===== config.mk =====
export PLATFORM = sky130hd
export DESIGN_NAME = i2s_capture_flat
export DESIGN_NICKNAME = d
export VERILOG_FILES = /design/src/rtl/i2s_capture_if.sv /design/src/rtl/i2s_capture.sv /design/src/flat_wrapper.sv
export SDC_FILE = /design/constraint.sdc
export NUM_CORES = 1
export LEC_CHECK = 0
export CORE_ASPECT_RATIO = 0.75
export CORE_MARGIN = 4
export CORE_UTILIZATION = 45
export DETAILED_ROUTE_END_ITERATION = 10
export PLACE_DENSITY = 0.64
export SETUP_SLACK_MARGIN = 0.3
export SYNTH_ARGS = -nofsm -noshare
export SYNTH_HDL_FRONTEND = slang
export SYNTH_SLANG_ARGS = --single-unit

===== constraint.sdc =====
create_clock -name clk -period 1.92 [get_ports clk]
set_input_delay 0.192 -clock clk [delete_from_list [all_inputs] [get_ports clk]]
set_output_delay 0.192 -clock clk [all_outputs]
set_load 0.01 [all_outputs]

===== src/rtl/i2s_capture_if.sv =====
// Bundles the microphone serial lines and the PCM valid/ready stream of i2s_capture.
// master is the capture block; slave is the microphone / sample-FIFO side.
interface i2s_capture_if #(
    parameter int OUT_WIDTH = 16
);
    logic                 i2s_clk;
    logic                 i2s_ws;
    logic                 i2s_sd;
    logic [OUT_WIDTH-1:0] pcm_data;
    logic                 pcm_valid;
    logic                 pcm_ready;

    modport master (
        output i2s_clk,
        output i2s_ws,
        input  i2s_sd,
        output pcm_data,
        output pcm_valid,
        input  pcm_ready
    );

    modport slave (
        input  i2s_clk,
        input  i2s_ws,
        output i2s_sd,
        input  pcm_data,
        input  pcm_valid,
        output pcm_ready
    );
endinterface


===== src/rtl/i2s_capture.sv =====
// Master-mode I2S receiver: generates bit clock / word select, deserialises one channel,
// decimates, truncates to the MSBs and offers samples on a one-deep valid/ready stage.
module i2s_capture #(
    parameter int SCK_HALF_DIV  = 8,
    parameter int DATA_SIZE     = 24,
    parameter int OUT_WIDTH     = 16,
    parameter int REDUCE_FACTOR = 2,
    parameter int CHANNEL       = 0
) (
    input  logic                 clk,
    input  logic                 rst_n,
    input  logic                 en,
    i2s_capture_if.master        bus,
    output logic                 overrun,
    input  logic                 clr_overrun
);

    localparam int   DIV_W    = (SCK_HALF_DIV > 2) ? $clog2(SCK_HALF_DIV) : 1;
    localparam int   DEC_W    = (REDUCE_FACTOR > 1) ? $clog2(REDUCE_FACTOR) : 1;
    localparam logic CHAN_BIT = (CHANNEL != 0) ? 1'b1 : 1'b0;

    logic [DIV_W-1:0]     div_cnt_r;
    logic                 sck_r;
    logic [5:0]           bit_cnt_r;
    logic                 ws_r;
    logic [DATA_SIZE-1:0] shift_r;
    logic                 word_done_r;
    logic [DEC_W-1:0]     decim_cnt_r;
    logic [OUT_WIDTH-1:0] pcm_data_r;
    logic                 pcm_valid_r;

    logic                 div_wrap_s;
    logic                 rise_s;
    logic                 fall_s;
    logic [4:0]           slot_s;
    logic                 in_chan_s;
    logic                 capture_s;
    logic                 complete_s;
    logic                 emit_s;
    logic                 accept_s;
    logic [5:0]           bit_inc_s;
    logic [DEC_W-1:0]     decim_next_s;
    logic [OUT_WIDTH-1:0] word_s;

    // Bit-clock edge strobes, slot decode and handshake qualifiers.
    always_comb begin
        div_wrap_s   = (div_cnt_r == DIV_W'(SCK_HALF_DIV - 1));
        rise_s       = en && div_wrap_s && !sck_r;
        fall_s       = en && div_wrap_s && sck_r;
        slot_s       = bit_cnt_r[4:0];
        in_chan_s    = (bit_cnt_r[5] == CHAN_BIT);
        // Slot 0 carries the one-bit I2S delay; the MSB arrives at slot 1.
        capture_s    = rise_s && in_chan_s && (slot_s >= 5'd1) && (slot_s <= 5'(DATA_SIZE));
        complete_s   = rise_s && in_chan_s && (slot_s == 5'(DATA_SIZE));
        emit_s       = word_done_r && (decim_cnt_r == {DEC_W{1'b0}});
        accept_s     = pcm_valid_r && bus.pcm_ready;
        bit_inc_s    = bit_cnt_r + 6'd1;
        word_s       = shift_r[DATA_SIZE-1 -: OUT_WIDTH];
        decim_next_s = decim_cnt_r;
        if (decim_cnt_r == DEC_W'(REDUCE_FACTOR - 1)) begin
            decim_next_s = {DEC_W{1'b0}};
        end else begin
            decim_next_s = decim_cnt_r + DEC_W'(1);
        end
    end

    // Half-period divider and bit clock; disable parks the clock low.
    always_ff @(posedge clk or negedge rst_n) begin
        if (!rst_n) begin
            div_cnt_r <= {DIV_W{1'b0}};
            sck_r     <= 1'b0;
        end else if (!en) begin
            div_cnt_r <= {DIV_W{1'b0}};
            sck_r     <= 1'b0;
        end else if (div_wrap_s) begin
            div_cnt_r <= {DIV_W{1'b0}};
            sck_r     <= ~sck_r;
        end else begin
            div_cnt_r <= div_cnt_r + DIV_W'(1);
            sck_r     <= sck_r;
        end
    end

    // Frame position; word select tracks the frame half and moves only on falling edges.
    always_ff @(posedge clk or negedge rst_n) begin
        if (!rst_n) begin
            bit_cnt_r <= 6'd0;
            ws_r      <= 1'b0;
        end else if (!en) begin
            bit_cnt_r <= 6'd0;
            ws_r      <= 1'b0;
        end else if (fall_s) begin
            bit_cnt_r <= bit_inc_s;
            ws_r      <= bit_inc_s[5];
        end else begin
            bit_cnt_r <= bit_cnt_r;
            ws_r      <= ws_r;
        end
    end

    // Deserialiser, MSB first; a disable throws away any partial word.
    always_ff @(posedge clk or negedge rst_n) begin
        if (!rst_n) begin
            shift_r <= {DATA_SIZE{1'b0}};
        end else if (!en) begin
            shift_r <= {DATA_SIZE{1'b0}};
        end else if (capture_s) begin
            shift_r <= DATA_SIZE'({shift_r, bus.i2s_sd});
        end else begin
            shift_r <= shift_r;
        end
    end

    // One-cycle marker that the selected slot has just been fully shifted in.
    always_ff @(posedge clk or negedge rst_n) begin
        if (!rst_n) begin
            word_done_r <= 1'b0;
        end else begin
            word_done_r <= complete_s;
        end
    end

    // Decimation phase; zero means the next completed word is emitted.
    always_ff @(posedge clk or negedge rst_n) begin
        if (!rst_n) begin
            decim_cnt_r <= {DEC_W{1'b0}};
        end else if (!en) begin
            decim_cnt_r <= {DEC_W{1'b0}};
        end else if (word_done_r) begin
            decim_cnt_r <= decim_next_s;
        end else begin
            decim_cnt_r <= decim_cnt_r;
        end
    end

    // One-deep output stage: a new word may replace the held one only when it leaves this cycle.
    always_ff @(posedge clk or negedge rst_n) begin
        if (!rst_n) begin
            pcm_data_r  <= {OUT_WIDTH{1'b0}};
            pcm_valid_r <= 1'b0;
        end else if (emit_s && (!pcm_valid_r || accept_s)) begin
            pcm_data_r  <= word_s;
            pcm_valid_r <= 1'b1;
        end else if (accept_s) begin
            pcm_data_r  <= pcm_data_r;
            pcm_valid_r <= 1'b0;
        end else begin
            pcm_data_r  <= pcm_data_r;
            pcm_valid_r <= pcm_valid_r;
        end
    end

    // Sticky drop flag; a new drop wins over a simultaneous clear.
    always_ff @(posedge clk or negedge rst_n) begin
        if (!rst_n) begin
            overrun <= 1'b0;
        end else if (emit_s && pcm_valid_r && !accept_s) begin
            overrun <= 1'b1;
        end else if (clr_overrun) begin
            overrun <= 1'b0;
        end else begin
            overrun <= overrun;
        end
    end

    assign bus.i2s_clk   = sck_r;
    assign bus.i2s_ws    = ws_r;
    assign bus.pcm_data  = pcm_data_r;
    assign bus.pcm_valid = pcm_valid_r;

endmodule


===== src/flat_wrapper.sv =====
// flat-port wrapper written by rule: the top's interface ports become plain ports
module i2s_capture_flat 
#(
    parameter int SCK_HALF_DIV  = 8,
    parameter int DATA_SIZE     = 24,
    parameter int OUT_WIDTH     = 16,
    parameter int REDUCE_FACTOR = 2,
    parameter int CHANNEL       = 0
)
  (clk, rst_n, en, overrun, clr_overrun, bus_i2s_clk, bus_i2s_ws, bus_i2s_sd, bus_pcm_data, bus_pcm_valid, bus_pcm_ready);
  i2s_capture_if #(.OUT_WIDTH(OUT_WIDTH)) bus_i ();
  input  logic clk;
  input  logic rst_n;
  input  logic en;
  output logic overrun;
  input  logic clr_overrun;
  output wire logic [$bits(bus_i.i2s_clk)-1:0] bus_i2s_clk;
  output wire logic [$bits(bus_i.i2s_ws)-1:0] bus_i2s_ws;
  input wire logic [$bits(bus_i.i2s_sd)-1:0] bus_i2s_sd;
  output wire logic [$bits(bus_i.pcm_data)-1:0] bus_pcm_data;
  output wire logic [$bits(bus_i.pcm_valid)-1:0] bus_pcm_valid;
  input wire logic [$bits(bus_i.pcm_ready)-1:0] bus_pcm_ready;
  assign bus_i2s_clk = bus_i.i2s_clk;
  assign bus_i2s_ws = bus_i.i2s_ws;
  assign bus_i.i2s_sd = bus_i2s_sd;
  assign bus_pcm_data = bus_i.pcm_data;
  assign bus_pcm_valid = bus_i.pcm_valid;
  assign bus_i.pcm_ready = bus_pcm_ready;
  i2s_capture #(.SCK_HALF_DIV(SCK_HALF_DIV), .DATA_SIZE(DATA_SIZE), .OUT_WIDTH(OUT_WIDTH), .REDUCE_FACTOR(REDUCE_FACTOR), .CHANNEL(CHANNEL)) u_core (.clk(clk), .rst_n(rst_n), .en(en), .bus(bus_i), .overrun(overrun), .clr_overrun(clr_overrun));
endmodule

Yosys cells after proc, flatten, opt, wreduce, memory -nomap -nowiden
Cells that the tools add are included.
W data, S select, Z words.
{ "totals": {"regBits": 55, "output_inout_bits": 20, "wordCells": 59} }
{ "classes": {"addsub": 3, "n_lt_le_gt_ge": 2, "eq_ne": 6, "n_mux": 17, "bitwise": 3, "reduce_logical": 18} }
{ "ops": {"columns": ["op", "count"], "rows": [
  ["$mux W24", 2],
  ["$logic_and A1 B1 Y1", 12],
  ["$mux W6", 2],
  ["$mux W1", 11],
  ["$ne A2 B1 Y1 const B", 4],
  ["$add A6 B1 Y6 const B", 1],
  ["$mux W3", 2],
  ["$eq A5 B5 Y1 const B", 1],
  ["$ge A5 B1 Y1 const B", 1],
  ["$le A5 B5 Y1 const B", 1],
  ["$reduce_bool A2 Y1", 2],
  ["$add A3 B1 Y3 const B", 1],
  ["$eq A3 B3 Y1 const B", 1],
  ["$logic_not A1 Y1", 3],
  ["$not A1 Y1", 3],
  ["$add A1 B1 Y1 const B", 1],
  ["$logic_or A1 B1 Y1", 1]
]} }

Depth between registers and ports, before layout
{ "logic_depth": {"word_depth": 8, "ltp_mapped": 7, "depth_no_buf": 5} }

Worst setup path after synthesis
Ideal clock, no wire load.
{ "synth_path": {"kind": "register to register", "start": "reg u_core.bit_cnt_r[0]", "end": "reg u_core.shift_r[11]", "setup_ns": 0.079, "arrival_time_ns": 1.596, "setup_slack_ns": 0.245, "stages_incl_launch_ff": 5, "path_buffers": 1, "synth_period_minus_slack_ns": 1.675, "cell_sequence": "dfrtp_1 or4_4 o221ai_4 buf_12 mux2i_1"} }
{ "synth_via": {"elab_chain_cells": 4, "elab_cells_between_ends": 5} }
{ "synth_lines": {"columns": ["element", "line_no", "source"], "rows": [
  ["start: declaration", "i2s_capture.sv:24", "logic [5:0] bit_cnt_r;"],
  ["start signal: assignment", "i2s_capture.sv:93", "bit_cnt_r <= bit_inc_s;"],
  ["start signal: assignment", "i2s_capture.sv:96", "bit_cnt_r <= bit_cnt_r;"],
  ["$ge A5 B1 Y1", "i2s_capture.sv:53", "capture_s = rise_s && in_chan_s && (slot_s >= 5'd1) && (slot_s <= 5'(DATA_SIZE));"],
  ["$logic_and A1 B1 Y1", "i2s_capture.sv:53", null],
  ["$logic_and A1 B1 Y1 *", "i2s_capture.sv:53", null],
  ["$ne A2 B1 Y1 (no line) *", null, null],
  ["end signal: assignment", "i2s_capture.sv:104", "shift_r <= {DATA_SIZE{1'b0}};"],
  ["end signal: assignment", "i2s_capture.sv:106", "shift_r <= {DATA_SIZE{1'b0}};"],
  ["end signal: assignment", "i2s_capture.sv:108", "shift_r <= DATA_SIZE'({shift_r, bus.i2s_sd});"],
  ["end: declaration", "i2s_capture.sv:26", "logic [DATA_SIZE-1:0] shift_r;"]
]} }
Mark *: on every way between the ends. The rest lies on a longest branch, timed or not.
A chain may end at the register's enable or synchronous reset.

Worst setup path in the final report
{ "layout_path": {"start": "reg u_core.bit_cnt_r[0]", "end": "reg u_core.shift_r[14]"} }
Same word-level chain as after synthesis.

==> out/qor.csv <==
metric,value,unit
cp.arrival,1.88,ns
drc,0,
status,"complete, no violations",
synth_top_cell_by_area,dfrtp_1,
power,1831,µW
crit_type,flop to flop,
reg2reg_to,u_core.shift_r[14],
hp-class,input pin to async pin,
rrSetupSlack,0.27,ns
crit_end,u_core.shift_r[14],
rr_worst_depth,4,
clock.fmax,0.6061,GHz
syn_nets,209,
cts_buffers,5,
crit_fanout,16,
grt_pass1_vias,1433,
mostFrequentLayoutCells,"dfrtp_1, nand2_1, inv_1, mux2i_1, clkdlybuf4s50_1",
clockBufferDepth,2,
pin_count,26,
grt_pass1_wl,6520,µm
track_usage,12.39,%
drt_iter0_drc,64,
synthTopCellsByArea,"dfrtp_1, mux2i_1, mux2_1",
cts_tree,yes,
start_util,47.45,%
avgSynthCellArea,12.01,µm²
timing.rr.start,u_core.bit_cnt_r[0],
final_layout_size_suffix_gt1_share,12.50,%
vias,1410,
grt_max_degree,32,
yosysWarningCount,0,
syn_to_final_growth,18.47,%
yosysTopAreaCellShare,56.84,%
crit_path_end_kind,flop,
drv_slew,0,
yosysSeqAreaShare,56.84,%
syn_area,0.002377,mm²
drtPass1Iterations,4,
fin_skew,0.009059,ns
drt-total-wl,3634,µm
viasPerCell,4.638,
final_antenna_net_count,0,
final_common_cell,dfrtp_1,
die-area,0.006522,mm²
clkSlewWorstSetupHoldPaths,0.10,ns
worst_pin_slew,0.5486,ns
fin_nets,242,
rsz0062_at_grt,yes,
io_buffers,25,
final-instance-count-excl-fill,304,
finalHoldViolations,0,
slew_headroom,63.43,%
rows,22,
finalSetupViolations,0,
p_per_area,650.0,mW/mm²
min_period_over_period,85.94,%
post-route-min-period,1.650,ns
synth_seq_cells,54,
leakage,0.001407,µW
peakVddDrop,0.0003137,V
placed_cells,293,
fin_tns_setup,0,ns
dieHeight,70.95,µm
num_antenna_cells,0,
clock-sinks,54,
ys_types,34,
insertion_delay,0.30,ns
dp_hpwl,2507,µm
cp-start-kind,flop,
grt_antenna_before_repair,0,
clock-root-buffer,clkbuf_8,
overflow,0,
die_w,91.93,µm
cts.htree.levels,2,
worstPathRequired,2.15,ns
cp-startpoint,u_core.bit_cnt_r[0],
max-cap-violations,0,
coreArea,0.005010,mm²
wl_per_cell,11.95,µm
syn_inst,198,
gp_congestion,0.7542,
==> cell usage after synthesis <==
library cell	instances
dfrtp_1	54
nand2_1	29
inv_1	27
mux2i_1	24
mux2_1	10
mux2_2	6
a21oi_1	5
ha_1	5
nand2b_1	4
nand3_1	3
nor2_1	3
buf_12	2
buf_6	2
o21ai_0	2
or3_1	2
xnor2_1	2
and2_1	1
and2b_2	1
and4_1	1
and4bb_2	1
buf_2	1
buf_4	1
clkbuf_1	1
clkinv_1	1
dlygate4sd1_1	1
nor3_1	1
nor3b_1	1
o221ai_4	1
o22ai_1	1
o31ai_1	1
or2_4	1
or4_1	1
or4_4	1
xor2_1	1
==> stage by stage <==
stage | utilization [%] | hold WS, ns | area (µm²) | setup slack, ns
2_1_floorplan | - | -0.1036 | 2377 | 0.2445
3_3_place_gp | 53.80 | 0.2200 | 2695 | 0.2669
3_5_place_dp | 53.80 | 0.2193 | 2695 | 0.2393
4_1_cts | 56.07 | 0.4160 | 2809 | 0.2462
5_1_grt | 56.22 | 0.4197 | 2816 | 0.1715
6_report | 56.22 | 0.3985 | 2816 | 0.2700
==> critical path: stages (launching register included) <==
cell and delay [ns]:
dfrtp_1 0.42, or4_4 0.55, o221ai_4 0.20, buf_12 0.20, mux2i_1 0.21
==> report_power, final <==
part | leakage (µW) | total [µW] | switching [µW] | internal, µW
combinational | 0.000610 | 61.9 | 38.9 | 23.0
clock | 0.0000441 | 625 | 368 | 257
sequential | 0.000752 | 1140 | 2.31 | 1140
==> kinds of logic (layout without fill, tap and decap cells) <==
logic type,count (synthesis),in the layout,share of synthesized area [%]
DFF,54,54,56.84
buffers and inverters,36,70,8.105
muxes,40,40,17.68
xor gates and xnor gates,3,3,1.105
adders and majority gates,5,5,2.632
and+or+nand+nor,50,50,10.47
AOI/OAI and AO/OA,10,10,3.158
==> worst min path at each step <==
stage / startpoint / endpoint / slack, ns / cells after the start
after floorplan: rst_n / u_core.bit_cnt_r[0] / -0.10 / 0
after global placement: rst_n / u_core.overrun / 0.22 / 1
after detailed placement: rst_n / u_core.bus.pcm_valid / 0.22 / 1
after CTS: rst_n / u_core.bus.pcm_valid / 0.42 / 2
after global routing: bus_i2s_sd / u_core.shift_r[0] / 0.42 / 3
final: rst_n / u_core.bus.pcm_valid / 0.40 / 2
==> repair_timing <==
action	4_1_cts	5_1_grt
pin swaps	0	0
hold buffers	1	0
endpoints found under the hold margin	23	0
endpoints found under the setup margin	24	25
gates resized for setup	2	0
setup buffers	1	1
cloned	0	0
==> per-layer routing <==
layer	share of wire, %	wire length (µm)	vias up	global-route usage [%]
met2	45	1633	22	19.50
met1	50	1833	679	16.85
li1	-	-	707	-
met4	0.22	8	0	3.954
met5	0	0	-	0
met3	4.4	159	2	3.294
==> final cells by class <==
class / count / area [µm²]
fillers: 448 / 2193
well taps: 72 / 90.09
clock inverters: 3 / 21.27
repair buffers: 34 / 344.1
flip-flops and latches: 54 / 1351
clock buffers: 5 / 68.82
inverters: 28 / 105.1
multi-input cells: 108 / 835.8
==> registers in the layout, summed over array words and instances (netlist names) <==
signal                cells
u_core.overrun            1
u_core.word_done_r        1
u_core.bus.pcm_data      16
u_core.decim_cnt_r        1
u_core.bus.pcm_valid      1
u_core.div_cnt_r          3
u_core.bus.i2s_clk        1
u_core.shift_r           24
u_core.bit_cnt_r          5
u_core.bus.i2s_ws         1
Power figures use the tool's default switching activity.
==> RTL change (same settings) <==
Put one more register stage on the output `overrun`, with the module's reset. The value now appears one clock later. The other outputs are not delayed to match.
--- a/src/rtl/i2s_capture.sv
+++ b/src/rtl/i2s_capture.sv
@@ -18,6 +18,8 @@
     localparam int   DIV_W    = (SCK_HALF_DIV > 2) ? $clog2(SCK_HALF_DIV) : 1;
     localparam int   DEC_W    = (REDUCE_FACTOR > 1) ? $clog2(REDUCE_FACTOR) : 1;
     localparam logic CHAN_BIT = (CHANNEL != 0) ? 1'b1 : 1'b0;
+
+    logic overrun_s0;
 
     logic [DIV_W-1:0]     div_cnt_r;
     logic                 sck_r;
@@ -153,13 +155,13 @@
     // Sticky drop flag; a new drop wins over a simultaneous clear.
     always_ff @(posedge clk or negedge rst_n) begin
         if (!rst_n) begin
-            overrun <= 1'b0;
+            overrun_s0 <= 1'b0;
         end else if (emit_s && pcm_valid_r && !accept_s) begin
-            overrun <= 1'b1;
+            overrun_s0 <= 1'b1;
         end else if (clr_overrun) begin
-            overrun <= 1'b0;
+            overrun_s0 <= 1'b0;
         end else begin
-            overrun <= overrun;
+            overrun_s0 <= overrun_s0;
         end
     end
 
@@ -168,5 +170,13 @@
     assign bus.pcm_data  = pcm_data_r;
     assign bus.pcm_valid = pcm_valid_r;
 
+    always_ff @(posedge clk or negedge rst_n) begin
+        if (!rst_n) begin
+            overrun <= '0;
+        end else begin
+            overrun <= overrun_s0;
+        end
+    end
+
 endmodule
 
Behaviour: same outputs for any inputs over 10 cycles, from zero or initial values and one cycle with rst_n low; that may be too few to reach the edited logic, so the function may still have changed.
==> RTL change against the unedited design <==
- sequential cell count is 1 higher
- final area is 2.1% higher
- total power is 8.7% higher
- worst setup slack worse by 0.093 ns
- wire length is 5.7% higher
- synthesized area is 1.1% higher
- largest cell class unchanged
- largest power group unchanged
==> RTL change: results (changes against the unedited design) <==
* Commonest cells in the netlist: dfrtp_1, nand2_1, inv_1
* Status: finished clean
* Max VDD drop at 0.346 mV (+10%)
* Worst-Margin Slew at 0.465 ns (-0.0835 ns)
* Worst Path Max Fanout at 12 (-4)
* Initial drt markers at 55 (-14%)
* R2r setup slk at 0.18 ns (-0.09 ns)
* Post-synthesis mux area share at 17.5% (-0.18 points)
* Share of layout cells above drive strength 1 at 12.1% (-0.38 points)
* GRT Overall Usage at 12.0% (-0.42 points)
* Post-DR vias/cell at 4.72 (+1.7%)
* Vias in the first global route at 1,353 (-5.6%)
* Postcts setup bufs at 0 (-1)
* Min Hold Slack at 0.352 ns (-0.0465 ns)
* Post-Syn Nets at 210 (+0.48%)
* Min Tclk post-route at 1.74 ns (+0.0932 ns)
* Synth top area cells: dfrtp_1, mux2i_1, mux2_1, nand2_1, inv_1
* HPWL after detailed placement at 2530 microns (+0.90%)
* Xor/xnor share of the synthesized area at 1.09% (-0.012 points)
* Sequential-to-total area share from yosys stat at 57.3% (+0.45 points)
* Largest net degree at the start of global routing at 37 (+16%)
* Core Area at 5040 sq um (+0.55%)
* Crit path DAT at 1.98 ns (+0.10 ns)
* FILL cells at 456 (+1.8%)
* Synth Area in Compound Gates at 3.13% (-0.033 points)
RTL change: cell count changes after synthesis, sizes merged:
cell / unedited run / this run
dfrtp: 54 / 55
RTL change: area by class of cell:
class | count | area, sq um | area share (%)
sequential | 55 | 1380 | 47.9
tap | 72 | 90.1 | 3.13
clock inverter | 3 | 43.8 | 1.52
inverter | 28 | 105 | 3.66
multi-input combinational | 108 | 848 | 29.5
clock buffer | 5 | 68.8 | 2.39
timing repair buffer | 32 | 343 | 11.9
RTL change: power breakdown:
group	switching, W	leakage (nW)	total [W]	internal (W)
clock network	0.000375	0.0581	0.000764	0.000389
logic	0.0000388	0.609	0.0000606	0.0000218
registers	0.00000270	0.766	0.00117	0.00116
total	0.000417	1.43	0.00199	0.00157
RTL change: repair_timing:
| item | CTS | global route |
|---|---|---|
| setup endpoints to repair | 24 | 25 |
| hold buffers | 1 | 0 |
| gates resized for setup | 0 | 3 |
| endpoints found under the hold margin | 19 | 0 |
| cloned | 0 | 1 |
RTL change: final timing paths:
kind	startpoint	end	cells after the start
min in group clk	u_core.overrun_s0$_DFFE_PN0P_	u_core.overrun$_DFF_PN0_	0
min	rst_n	u_core.overrun_s0$_DFFE_PN0P_	2
max in group asynchronous	rst_n	u_core.shift_r[3]$_DFFE_PN0P_	3
max reg2reg	u_core.bit_cnt_r[0]$_DFFE_PN0P_	u_core.shift_r[18]$_DFFE_PN0P_	4
min reg2reg	u_core.overrun_s0$_DFFE_PN0P_	u_core.overrun$_DFF_PN0_	0
max	u_core.bit_cnt_r[0]$_DFFE_PN0P_	u_core.shift_r[18]$_DFFE_PN0P_	4
RTL change: worst register-to-register path, delay by kind of cell (launching register included):
kind                   cells  cell delay (ns)
and+or+nand+nor            1             0.57
DFF                        1             0.44
buffers and inverters      1             0.24
AOI/OAI and AO/OA          1             0.22
muxes                      1             0.21
